--- src/rtl/fetch_pc_gen.sv ---
// fetch_pc_gen: next-PC generator with an in-order ring buffer of outstanding and returned fetches.
module fetch_pc_gen #(
  parameter logic [31:0] RESET_PC = 32'h0000_0000,
  parameter int FIFO_DEPTH = 4
) (
  input  logic        clk,
  input  logic        rst,
  output logic [31:0] bp_pc,
  input  logic        bp_pred_taken,
  input  logic        bp_pred_valid,
  input  logic [31:0] bp_pred_target,
  output logic        imem_req,
  output logic [31:0] imem_addr,
  input  logic        imem_gnt,
  input  logic        imem_rvalid,
  input  logic [31:0] imem_rdata,
  input  logic        redirect_en,
  input  logic [31:0] redirect_pc,
  output logic        if_valid,
  output logic [31:0] if_pc,
  output logic [31:0] if_instr,
  output logic        if_pred_taken,
  output logic [31:0] if_pred_target,
  input  logic        if_ready
);
  localparam int AW = $clog2(FIFO_DEPTH);
  localparam int DW = AW + 2;
  localparam logic [AW:0] P1 = 1;
  localparam logic [DW-1:0] D1 = 1;
  logic rst_q;
  logic [31:0] pc, seq_pc, tgt;
  logic [AW:0] alloc_ptr, fill_ptr, retire_ptr, in_use, outstanding;
  logic [AW-1:0] a_idx, f_idx, r_idx;
  logic [DW-1:0] discard_cnt;
  logic [31:0] e_pc [FIFO_DEPTH];
  logic [31:0] e_instr [FIFO_DEPTH];
  logic [31:0] e_tgt [FIFO_DEPTH];
  logic [FIFO_DEPTH-1:0] e_pt, e_filled;
  logic pt, push, drop, fill, pop;
  assign in_use = alloc_ptr - retire_ptr;
  assign outstanding = alloc_ptr - fill_ptr;
  assign a_idx = alloc_ptr[AW-1:0];
  assign f_idx = fill_ptr[AW-1:0];
  assign r_idx = retire_ptr[AW-1:0];
  assign bp_pc = pc;
  assign imem_addr = {pc[31:2], 2'b00};
  assign seq_pc = imem_addr + 32'd4;
  assign pt = bp_pred_taken & bp_pred_valid;
  assign tgt = pt ? bp_pred_target : seq_pc;
  // Slots still owed a response (including ones to be discarded) also throttle requests.
  assign imem_req = !rst_q && in_use != (AW+1)'(FIFO_DEPTH) &&
                    (DW'(outstanding) + discard_cnt) < DW'(FIFO_DEPTH) && !redirect_en;
  assign push = imem_req & imem_gnt;
  assign drop = imem_rvalid && discard_cnt != '0;
  assign fill = imem_rvalid & !drop;
  assign if_valid = e_filled[r_idx];
  assign if_pc = e_pc[r_idx];
  assign if_instr = e_instr[r_idx];
  assign if_pred_taken = e_pt[r_idx];
  assign if_pred_target = e_tgt[r_idx];
  assign pop = if_valid & if_ready;
  always_ff @(posedge clk or posedge rst) begin
    if (rst) begin
      rst_q <= 1'b1;
      pc <= RESET_PC;
      alloc_ptr <= '0;
      fill_ptr <= '0;
      retire_ptr <= '0;
      discard_cnt <= '0;
      e_pt <= '0;
      e_filled <= '0;
      for (int i = 0; i < FIFO_DEPTH; i++) begin
        e_pc[i] <= '0;
        e_instr[i] <= '0;
        e_tgt[i] <= '0;
      end
    end else begin
      rst_q <= 1'b0;
      if (redirect_en) begin
        pc <= redirect_pc;
        alloc_ptr <= '0;
        fill_ptr <= '0;
        retire_ptr <= '0;
        e_filled <= '0;
        discard_cnt <= discard_cnt + DW'(outstanding) - DW'(imem_rvalid);
      end else begin
        if (push) begin
          e_pc[a_idx] <= pc;
          e_pt[a_idx] <= pt;
          e_tgt[a_idx] <= tgt;
          alloc_ptr <= alloc_ptr + P1;
          pc <= tgt;
        end
        if (drop) discard_cnt <= discard_cnt - D1;
        if (fill) begin
          e_instr[f_idx] <= imem_rdata;
          e_filled[f_idx] <= 1'b1;
          fill_ptr <= fill_ptr + P1;
        end
        if (pop) begin
          e_filled[r_idx] <= 1'b0;
          retire_ptr <= retire_ptr + P1;
        end
      end
    end
  end
endmodule

--- config.mk ---
export PLATFORM = sky130hd
export DESIGN_NAME = fetch_pc_gen
export DESIGN_NICKNAME = d
export VERILOG_FILES = /design/src/rtl/fetch_pc_gen.sv
export SDC_FILE = /design/constraint.sdc
export NUM_CORES = 1
export LEC_CHECK = 0
export ABC_AREA = 1
export CAP_MARGIN = 25
export CORE_MARGIN = 2
export CORE_UTILIZATION = 50
export CTS_BUF_LIST = sky130_fd_sc_hd__clkbuf_4 sky130_fd_sc_hd__clkbuf_8 sky130_fd_sc_hd__clkbuf_16
export DETAILED_ROUTE_END_ITERATION = 7
export GPL_ROUTABILITY_DRIVEN = 0
export HOLD_SLACK_MARGIN = 0.12
export PLACE_DENSITY = 0.73
export SLEW_MARGIN = 5
export SYNTH_ARGS = -nofsm -noshare
export SYNTH_HDL_FRONTEND = slang
export SYNTH_SLANG_ARGS = --single-unit
--- constraint.sdc ---
create_clock -name clk -period 20.2 [get_ports clk]
set_input_delay 3.03 -clock clk [delete_from_list [all_inputs] [get_ports clk]]
set_output_delay 3.03 -clock clk [all_outputs]
set_load 0.05 [all_outputs]
==> results of run 1 <==
## routing by layer
metal,vias up,wire (um),GRT usage
met5,-,33,0
li1,9146,-,-
met4,6,2620,0.128
met2,921,30500,0.475
met3,160,6010,0.0579
met1,9361,26900,0.396
## state kept, by name, indices dropped and copies added (netlist names)
| name | count |
|---|---|
| alloc_ptr | 3 |
| bp_pc | 32 |
| discard_cnt | 4 |
| e_filled | 4 |
| e_instr | 128 |
| e_pc | 128 |
| e_pt | 4 |
| e_tgt | 128 |
| fill_ptr | 3 |
| retire_ptr | 3 |
| rst_q | 1 |
## worst min-delay path: stages (launching register included)
cell	delay (ps)
sky130_fd_sc_hd__dfrtp_1	340
sky130_fd_sc_hd__nand2_1	50
sky130_fd_sc_hd__nand2_1	40
## kinds of logic (layout without fill, tap and decap cells)
| logic type | after synthesis | after routing |
|---|---|---|
| fa+ha+maj | 25 | 25 |
| buf+inv | 350 | 495 |
| compound gates | 523 | 523 |
| other cells | 1 | 5 |
| simple gates | 1468 | 1468 |
| xor+xnor | 8 | 8 |
| flops | 438 | 438 |
## power groups by stage
| stage | logic, mW | registers (mW) | clock network (mW) |
|---|---|---|---|
| floorplan | 0.740 | 1.11 | 0 |
| global placement | 1.08 | 1.12 | 0 |
| detailed placement | 1.10 | 1.13 | 0 |
| CTS | 1.10 | 1.11 | 0.911 |
| global route | 1.17 | 1.13 | 0.950 |
| finish | 1.10 | 1.12 | 0.899 |
## metrics by stage
stage	setup slack [ps]	hold WS, ps	instance area, um^2
final	12360	464	25600
after detailed placement	12360	453	23900
after global routing	12300	482	25600
after CTS	12370	468	25600
after global placement	12340	447	23900
after floorplan	4970	437	21500
## cells in the mapped netlist (all sizes together) (3+ instances only)
cell / n
o21ai: 398
a21boi: 4
dfrtp: 437
nand4: 6
a22oi: 3
nand3: 98
xnor2: 3
nand2: 1126
xor2: 5
nand3b: 4
a31oi: 3
nor2: 222
clkbuf: 120
inv: 120
o22ai: 71
buf: 108
ha: 23
o21bai: 8
or2: 6
a21oi: 34
and2: 4
## path summary, 6_finish.rpt
path,from,endpoint,slack (ps)
max in group asynchronous,rst,e_tgt[112],14900
worst min-delay path,e_tgt[84],e_tgt[84],460
min in group asynchronous,rst,e_instr[5],3050
worst min register to register,e_tgt[84],e_tgt[84],460
worst max-delay path,redirect_en,imem_req,12360
worst max register to register,retire_ptr[0],e_pc[86],15460
## area by class of cell
type                       instances  area (um^2)  area share
inverter                         122          473      0.0185
multi-input combinational       2027         8950       0.349
timing repair buffer             290         2900       0.113
clock inverter                    11          133     0.00518
sequential                       438        11000       0.428
antenna                            2         5.00    0.000195
clock buffer                      72         1500      0.0585
tap                              546          683      0.0267
==> reports/results.md, run 1 <==
### Synth
- 2813 — post-synthesis cell count
- 1.00 — fraction of synthesis flops using an asynchronous set or reset pin
- sky130_fd_sc_hd__dfrtp_1 (51%), sky130_fd_sc_hd__nand2_1 (20%), sky130_fd_sc_hd__o21ai_0 (9.3%), sky130_fd_sc_hd__nor2_1 (3.8%), sky130_fd_sc_hd__nand3_1 (2.3%) — cell types with the largest area share after synthesis
- sky130_fd_sc_hd__dfrtp_1 — dominant cell type by area after synthesis
- 21500 um^2 — area of the mapped netlist
- 0.0152 — post-synthesis adder-cell area fraction
- 0 — Post-synth EDFFs
- 0.00326 — post-synthesis share of cell area spent on xor and xnor gates
- 0.267 — area fraction in and, or, nand and nor cells after synthesis
- simple AND/OR/NAND/NOR gates — main combinational cell family by area after synthesis
- 0 — count of yosys warnings during synthesis
- 438 — register bit count reported by yosys
- 38 — number of distinct library cell variants in the gate-level netlist after synthesis
- 0.128 — share of the synthesized area in compound gates (AO/OA/AOI/OAI)
- 0.509 — sequential element share of the synthesized area
- 0.508 — proportion of netlist area held by the largest area contributor
- sky130_fd_sc_hd__dfrtp_1 — Most used DFF post-synth
- 7.65 um^2 — Syn Area/Cell
- 0 — multiplexer share of the synthesized area

### Worst setup path
- primary output — endpoint type of the worst setup path
- buf_2 -> buf_4 -> nor3_4 -> nand3_1 -> inv_1 -> clkdlybuf4s50_1 — ordered list of cells on the worst path
- 790 ps — slowest cell delay on critical path
- 45 — Crit Path Max Fanout
- buffers and inverters — gate family responsible for the most delay along the worst path
- 4810 ps — crit path DAT
- 17170 ps — worst endpoint required time
- input port — nature of the critical path startpoint
- sky130_fd_sc_hd__clkdlybuf4s50_1 — slowest library cell on the worst path
- 4 — combined buffer and inverter count along the critical path
- 14 — r2r worst-path depth
- 6 — CP Depth
- input port to primary output — category of the critical setup timing path

### Clock network
- 2 — # H-tree levels
- 570 ps — clock insertion delay at the later pin of the skew report
- 0 — count of instances resized after the clock tree is built
- 3 — buffer depth of the longest clock path
- 0 — # hold bufs at CTS
- built — CTS tree
- 50 ps — clk slew on worst S/H paths
- 48 — TritonCTS Buffers
- 438 — # clock sinks
- sky130_fd_sc_hd__clkbuf_16 — root buf cell
- 0 — number of buffers inserted to repair setup after CTS

### Cells and area
- 3508 — final cell count without fillers
- sky130_fd_sc_hd__nand2_1 — leading cell type in the layout, fill and taps excluded
- 0.598 — Util after Layout
- 3818 — number of fill cells
- 19.0% — growth of design area from synthesis to finish
- 0.0480 — share of layout cells above drive strength 1
- sky130_fd_sc_hd__nand2_1 (1117), sky130_fd_sc_hd__dfrtp_1 (435), sky130_fd_sc_hd__o21ai_0 (398) — top library cells by usage in the layout, fill and taps aside
- 3056 — net count of the finished layout

### STA
- 0 — final setup violation count
- 1140 ps — Worst Max-Slew Pin Slew
- 0 — endpoints failing hold
- 0 — final slew viol count
- 0.238 — relative max-transition margin
- 0.388 — Final period util
- no — RSZ-0062 raised after global routing
- 7840 ps — min Tclk post-route
- 0.128 GHz — maximum achievable frequency
- 0 ps — Setup Total Neg Slack
- 11.6 ps — setup skew after layout

### Pwr
- 0.0882 mV — Peak VDD IR
- 3.11 mW — Power, Total
- 1.91 mW — cell-internal power
- 122 nW/um^2 — ratio of total power to cell area
- 1.21 mW — power spent charging and discharging nets
- 0.358 — fraction of power consumed by sequential logic
- 0.289 — Clk pwr share
- 0.388 — sw frac
- 12.9 nW — reported leakage power
- 0.353 — power share of the combinational group

### Drt
- 6 — first drt pass iteration count
- 66100 um — total routed wirelength
- 18.8 um — Routed WL per cell
- 19600 — vias after detailed routing
- 0 — post-detailed-route count of antenna-violating nets
- 0 — number of DRC violations after detailed routing
- 2209 — detailed router's first-iteration violation count
- 5.59 — routed vias/inst

### Floorplan
- 0.503 — starting density of the core
- 44700 um^2 — overall die area
- 211 um — die extent in y
- 267 — IO Pins
- 211 um — die span in x
- 42800 um^2 — core area
- 76 — floorplan row count

### GRT
- 0.297 — overall global routing resource usage
- 18800 — vias in the first global route
- 5 — antenna violations before repair
- 104000 um — first-pass GRT wire length
- 0 — total gr overflow
- 173 — largest net degree at the start of global routing

### Min path
- 2 — number of cells traversed by the worst hold path
- flop to flop — worst hold path type

### Placement
- 3421 — instance count after placement with tap cells included
- 264 — Port Buffers
- 40000 um — DPL Wire Length

### Run status
- complete, no violations — outcome

### Run
- 0 — maxcap violations

(Power assumes the default switching activity.)
==> inputs of run 2 (changes only) <==
Clock period 20.2 ns to 7.3 ns, I/O delays scaled along.
==> run 2 against run 1 <==
Effect of this change: critical endpoint is now if_pred_target[3]; first-iteration DRC count down 0.54%; combinational power rose to 2.8 times the previous value; clock skew up 0.88 ps; sequential share of layout area about the same; setup slack worse by 10000 ps; via count about the same; core utilization down 0.059 points; highest routed layer unchanged; critical path type is now flop to primary output; die area unchanged.
==> reports/results.md, run 2 (synthesized netlist as in run 1, its figures left out) <==
### Run status
- complete, no violations — outcome

### STA
- 0 — endpoints failing hold, unchanged
- 1160 ps — Worst Max-Slew Pin Slew, +18.6 ps
- 12.5 ps — setup skew after layout, +0.879 ps
- 0 — final setup violation count, unchanged
- 5290 ps — min Tclk post-route
- 0 — final slew viol count, unchanged
- 0 ps — Setup Total Neg Slack, unchanged
- 0.189 GHz — maximum achievable frequency
- 0.218 — relative max-transition margin, -0.0206
- no — RSZ-0062 raised after global routing
- 0.725 — Final period util

### GRT
- 0 — total gr overflow, unchanged
- 18700 — vias in the first global route, -0.87%
- 10 — antenna violations before repair, +5
- 103000 um — first-pass GRT wire length, -1.0%
- 176 — largest net degree at the start of global routing, +1.7%
- 0.293 — overall global routing resource usage, -0.00448

### Clock network
- 0 — number of buffers inserted to repair setup after CTS, unchanged
- 0 — # hold bufs at CTS, unchanged
- 2 — # H-tree levels, unchanged
- 0 — count of instances resized after the clock tree is built, unchanged
- 47 — TritonCTS Buffers, -2.1%
- 580 ps — clock insertion delay at the later pin of the skew report, about the same
- built — CTS tree
- 438 — # clock sinks, unchanged
- 60 ps — clk slew on worst S/H paths, about the same
- sky130_fd_sc_hd__clkbuf_16 — root buf cell
- 3 — buffer depth of the longest clock path, unchanged

### Worst setup path
- buf_4 -> buf_4 -> o21ai_0 -> o22ai_1 -> clkdlybuf4s50_1 — ordered list of cells on the worst path
- flop to primary output — category of the critical setup timing path
- primary output — endpoint type of the worst setup path
- sky130_fd_sc_hd__clkdlybuf4s50_1 — slowest library cell on the worst path
- flop — nature of the critical path startpoint
- 870 ps — slowest cell delay on critical path, +80 ps
- 74 — Crit Path Max Fanout, +64%
- 4200 ps — crit path DAT, -610 ps
- buffers and inverters — gate family responsible for the most delay along the worst path
- sky130_fd_sc_hd__buf_4 — most common cell type on the critical path
- 6200 ps — worst endpoint required time, -10970 ps
- 3 — combined buffer and inverter count along the critical path, -1

### Cells and area
- e_instr (128), e_pc (128), e_tgt (128) — registers with the most flip-flops
- 0.598 — Util after Layout, about the same
- 18.9% — growth of design area from synthesis to finish, about the same
- 0.0483 — share of layout cells above drive strength 1, +0.000305
- 3915 — number of fill cells, +2.5%
- 3055 — net count of the finished layout, -0.033%
- sky130_fd_sc_hd__nand2_1 — leading cell type in the layout, fill and taps excluded
- sky130_fd_sc_hd__nand2_1 (1118), sky130_fd_sc_hd__dfrtp_1 (435), sky130_fd_sc_hd__o21ai_0 (398) — top library cells by usage in the layout, fill and taps aside

### Floorplan
- 211 um — die extent in y, unchanged
- 0.503 — starting density of the core, unchanged
- 267 — IO Pins, unchanged
- 42800 um^2 — core area, unchanged
- 211 um — die span in x, unchanged
- 44700 um^2 — overall die area, unchanged
- 76 — floorplan row count, unchanged

### Pwr
- 0.282 — Clk pwr share, -0.007
- 0.362 — fraction of power consumed by sequential logic, +0.004
- 333 nW/um^2 — ratio of total power to cell area, +170%
- 3.32 mW — power spent charging and discharging nets, +180%
- 5.19 mW — cell-internal power, +170%
- 0.235 mV — Peak VDD IR, +170%
- 12.9 nW — reported leakage power, about the same
- 0.356 — power share of the combinational group, +0.003
- 0.390 — sw frac, +0.00249

### Drt
- 19600 — vias after detailed routing, +0.020%
- 0 — number of DRC violations after detailed routing, unchanged
- 2197 — detailed router's first-iteration violation count, -0.54%
- 5.58 — routed vias/inst, -0.12%
- 6 — first drt pass iteration count, unchanged
- 65200 um — total routed wirelength, -1.3%
- 0 — post-detailed-route count of antenna-violating nets, unchanged
- 18.6 um — Routed WL per cell, -1.5%

### Placement
- 40800 um — DPL Wire Length, +1.9%
- 264 — Port Buffers, unchanged

### Run
- 0 — maxcap violations, unchanged

### Min path
- flop to flop — worst hold path type

[run 2: changes by cell type in the layout (fill, tap and decap cells not counted), sizes merged]
cell	previous run	this run
diode	2	5
inv	122	124
bufinv	3	2
clkbuf	72	73
[run 2: metrics by stage]
stage / instances / cell area (um^2) / power (mW) / worst slack (ps) / hold WS (ps)
floorplan: 2815 / 21500 / 5.13 / 289 / 437
global placement: 3418 / 23900 / 6.08 / 2690 / 448
finish: 3513 / 25600 / 8.52 / 2010 / 463
global route: 3508 / 25600 / 8.90 / 1860 / 485
CTS: 3508 / 25600 / 8.56 / 2030 / 467
detailed placement: 3423 / 24000 / 6.14 / 2650 / 453
[run 2: layout make-up]
| type | instances | area (um^2) | area share |
|---|---|---|---|
| clock inverters | 12 | 121 | 0.00474 |
| well taps | 546 | 683 | 0.0267 |
| repair buffers | 290 | 2940 | 0.115 |
| clock buffers | 73 | 1450 | 0.0565 |
| flip-flops and latches | 438 | 11000 | 0.429 |
| diodes | 5 | 12.5 | 0.000489 |
| inverters | 122 | 469 | 0.0183 |
| multi-input cells | 2027 | 8950 | 0.350 |
[run 2: power by group through the flow]
stage	Combinational (mW)	Clock, mW	Sequential, mW
finish	3.03	2.40	3.08
global placement	2.98	0	3.10
floorplan	2.05	0	3.08
detailed placement	3.03	0	3.12
CTS	3.04	2.44	3.08
global route	3.23	2.54	3.13
[run 2: layer usage]
| metal | GRT usage | wire length (um) | share of wire | up-vias |
|---|---|---|---|---|
| met5 | 0 | 67 | 0.0010 | - |
| li1 | - | - | - | 9151 |
| met4 | 0.116 | 2430 | 0.037 | 10 |
| met3 | 0.0635 | 5870 | 0.090 | 146 |
| met2 | 0.456 | 30000 | 0.46 | 971 |
| met1 | 0.400 | 26900 | 0.41 | 9320 |
[run 2: final timing paths]
path                               start                 to  slack (ps)  depth (start not counted)
setup / recovery           retire_ptr[0]  if_pred_target[3]        2010                          5
hold / removal                  e_pc[66]           e_pc[66]         460                          2
setup reg to reg            alloc_ptr[0]           e_pc[50]        2660                         13
hold reg to reg                 e_pc[66]           e_pc[66]         460                          2
max in group asynchronous            rst          e_tgt[59]        4910                          3
min in group asynchronous            rst         e_instr[4]         950                          2
[run 2: worst register-to-register path: cells and delay by family, from the launching register on]
family	cells	cell delay (ps)
simple gates	5	1850
fa+ha+maj	3	1090
buf+inv	4	890
flops	1	400
compound gates	1	250
==> inputs of run 3 (changes only) <==
Settings changed: PLACE_DENSITY 0.73 to 0.76.
Clock period 7.3 ns to 4.6 ns, I/O delays scaled along.
==> run 3 against run 2 <==
Effect of this change: highest routed layer unchanged; combinational power grew 61%; hold slack improved by 2.4 ps; critical endpoint is now if_pc[31]; clock skew grew 16 ps.
==> reports/results.md, run 3 (synthesized netlist as in run 1, its figures left out) <==
### Run status
- complete, no violations — outcome

### Worst setup path
- primary output — endpoint type of the worst setup path
- sky130_fd_sc_hd__clkdlybuf4s50_1 — slowest library cell on the worst path
- 74 — Crit Path Max Fanout, unchanged
- 3290 ps — crit path DAT, -910 ps
- buf_4 -> o21ai_0 -> o22ai_1 -> clkdlybuf4s50_1 — ordered list of cells on the worst path
- 880 ps — slowest cell delay on critical path, about the same
- flop to primary output — category of the critical setup timing path
- 14 — r2r worst-path depth, +1
- 3910 ps — worst endpoint required time, -2290 ps
- flop — nature of the critical path startpoint

### Floorplan
- 76 — floorplan row count, unchanged
- 267 — IO Pins, unchanged
- 211 um — die extent in y, unchanged
- 0.503 — starting density of the core, unchanged
- 42800 um^2 — core area, unchanged
- 211 um — die span in x, unchanged
- 44700 um^2 — overall die area, unchanged

### Cells and area
- 0.604 — Util after Layout, +0.00629
- 25800 um^2 — fin area, +1.1%
- sky130_fd_sc_hd__nand2_1 (1118), sky130_fd_sc_hd__dfrtp_1 (435), sky130_fd_sc_hd__o21ai_0 (398) — top library cells by usage in the layout, fill and taps aside
- 11000 um^2 — sequential standard cell area, unchanged
- 3688 — number of fill cells, -5.8%
- 8950 um^2 — area occupied by multi-input gates, unchanged
- 3527 — final cell count without fillers, +0.40%
- 3071 — net count of the finished layout, +0.52%
- e_instr (128), e_pc (128), e_tgt (128) — registers with the most flip-flops
- 0.0544 — share of layout cells above drive strength 1, +0.00608
- 20.1% — growth of design area from synthesis to finish
- sky130_fd_sc_hd__nand2_1 — leading cell type in the layout, fill and taps excluded

### Clock network
- sky130_fd_sc_hd__clkbuf_16 — root buf cell
- 600 ps — clock insertion delay at the later pin of the skew report, +20 ps
- 0 — number of buffers inserted to repair setup after CTS, unchanged
- 60 ps — clk slew on worst S/H paths, about the same
- 0 — # hold bufs at CTS, unchanged
- 438 — # clock sinks, unchanged
- built — CTS tree
- 0 — count of instances resized after the clock tree is built, unchanged
- 2 — # H-tree levels, unchanged
- 47 — TritonCTS Buffers, unchanged
- 3 — buffer depth of the longest clock path, unchanged

### STA
- 3980 ps — min Tclk post-route
- 924 ps — Worst Max-Slew Pin Slew, -237 ps
- 28.4 ps — setup skew after layout, +15.9 ps
- 465 ps — WHS, +2.39 ps
- no — RSZ-0062 raised after global routing
- 0.251 GHz — maximum achievable frequency
- 0 — endpoints failing hold, unchanged
- 0 — final slew viol count, unchanged
- 0.865 — Final period util
- 0.384 — relative max-transition margin, +0.167
- 0 — final setup violation count, unchanged
- 620 ps — min setup slack post-route, -1390 ps
- 0 ps — Setup Total Neg Slack, unchanged

### Placement
- 875 ps — DP Worst Slack, -1770 ps
- 24200 um^2 — area post-placement, +0.68%
- 41300 um — DPL Wire Length, +1.3%
- 264 — Port Buffers, unchanged
- 3439 — instance count after placement with tap cells included, +0.47%

### GRT
- 19200 — vias in the first global route, +2.7%
- 6 — antenna violations before repair, -4
- 174 — largest net degree at the start of global routing, -1.1%
- 105000 um — first-pass GRT wire length, +2.2%
- 0.297 — overall global routing resource usage, +0.00443
- 0 — total gr overflow, unchanged

### Drt
- 18.6 um — Routed WL per cell, +0.16%
- 0 — post-detailed-route count of antenna-violating nets, unchanged
- 6 — first drt pass iteration count, unchanged
- 5.62 — routed vias/inst, +0.74%
- 2152 — detailed router's first-iteration violation count, -2.0%
- 19800 — vias after detailed routing, +1.1%
- 65600 um — total routed wirelength, +0.56%
- 0 — number of DRC violations after detailed routing, unchanged

### Pwr
- 537 nW/um^2 — ratio of total power to cell area, +61%
- 13.1 nW — reported leakage power, +1.1%
- 0.385 mV — Peak VDD IR, +64%
- 13.9 mW — Power, Total, +63%

### Run
- 0 — maxcap violations, unchanged

### Min path
- flop to flop — worst hold path type
- 2 — number of cells traversed by the worst hold path, unchanged

run 3: cell types whose count changed in the layout (fill, tap and decap cells not counted), moves of 4 or more:
cell                        delta
sky130_fd_sc_hd__buf_4        +12
sky130_fd_sc_hd__buf_12        +7
sky130_fd_sc_hd__clkbuf_4      -5
sky130_fd_sc_hd__bufinv_16     +4
sky130_fd_sc_hd__diode_2       -4
run 3: per-layer routing:
| layer | track usage | wire length (um) | vias up |
|---|---|---|---|
| li1 | - | - | 9191 |
| met1 | 0.401 | 26400 | 9419 |
| met2 | 0.474 | 30400 | 1032 |
| met3 | 0.0565 | 6230 | 167 |
| met4 | 0.118 | 2440 | 12 |
| met5 | 0 | 77 | - |
run 3: report_power, final:
group	total (mW)	internal, mW	switching (mW)
combinational	4.89	1.55	3.34
clock	4.09	2.47	1.62
sequential	4.89	4.43	0.467
run 3: cell type report:
class                      instances  area share
timing repair buffer             306       0.120
multi-input combinational       2027       0.346
tap                              546      0.0264
inverter                         122      0.0181
sequential                       438       0.424
antenna                            1   0.0000968
clock buffer                      67      0.0544
clock inverter                    20      0.0107
run 3: path summary, 6_finish.rpt:
check                               from          end  slack (ps)
setup / recovery           retire_ptr[1]    if_pc[31]         620
hold / removal                 e_tgt[82]    e_tgt[82]         470
setup reg to reg            alloc_ptr[0]    e_tgt[10]         820
hold reg to reg                e_tgt[82]    e_tgt[82]         470
max in group asynchronous            rst        rst_q        3100
min in group asynchronous            rst  e_instr[68]         490
run 3: worst max-delay path: cells and delay by family, from the launching register on:
family / cells / cell delay (ps)
buffers and inverters: 2 / 1600
AO/OA/AOI/OAI: 2 / 730
flip-flops: 1 / 360
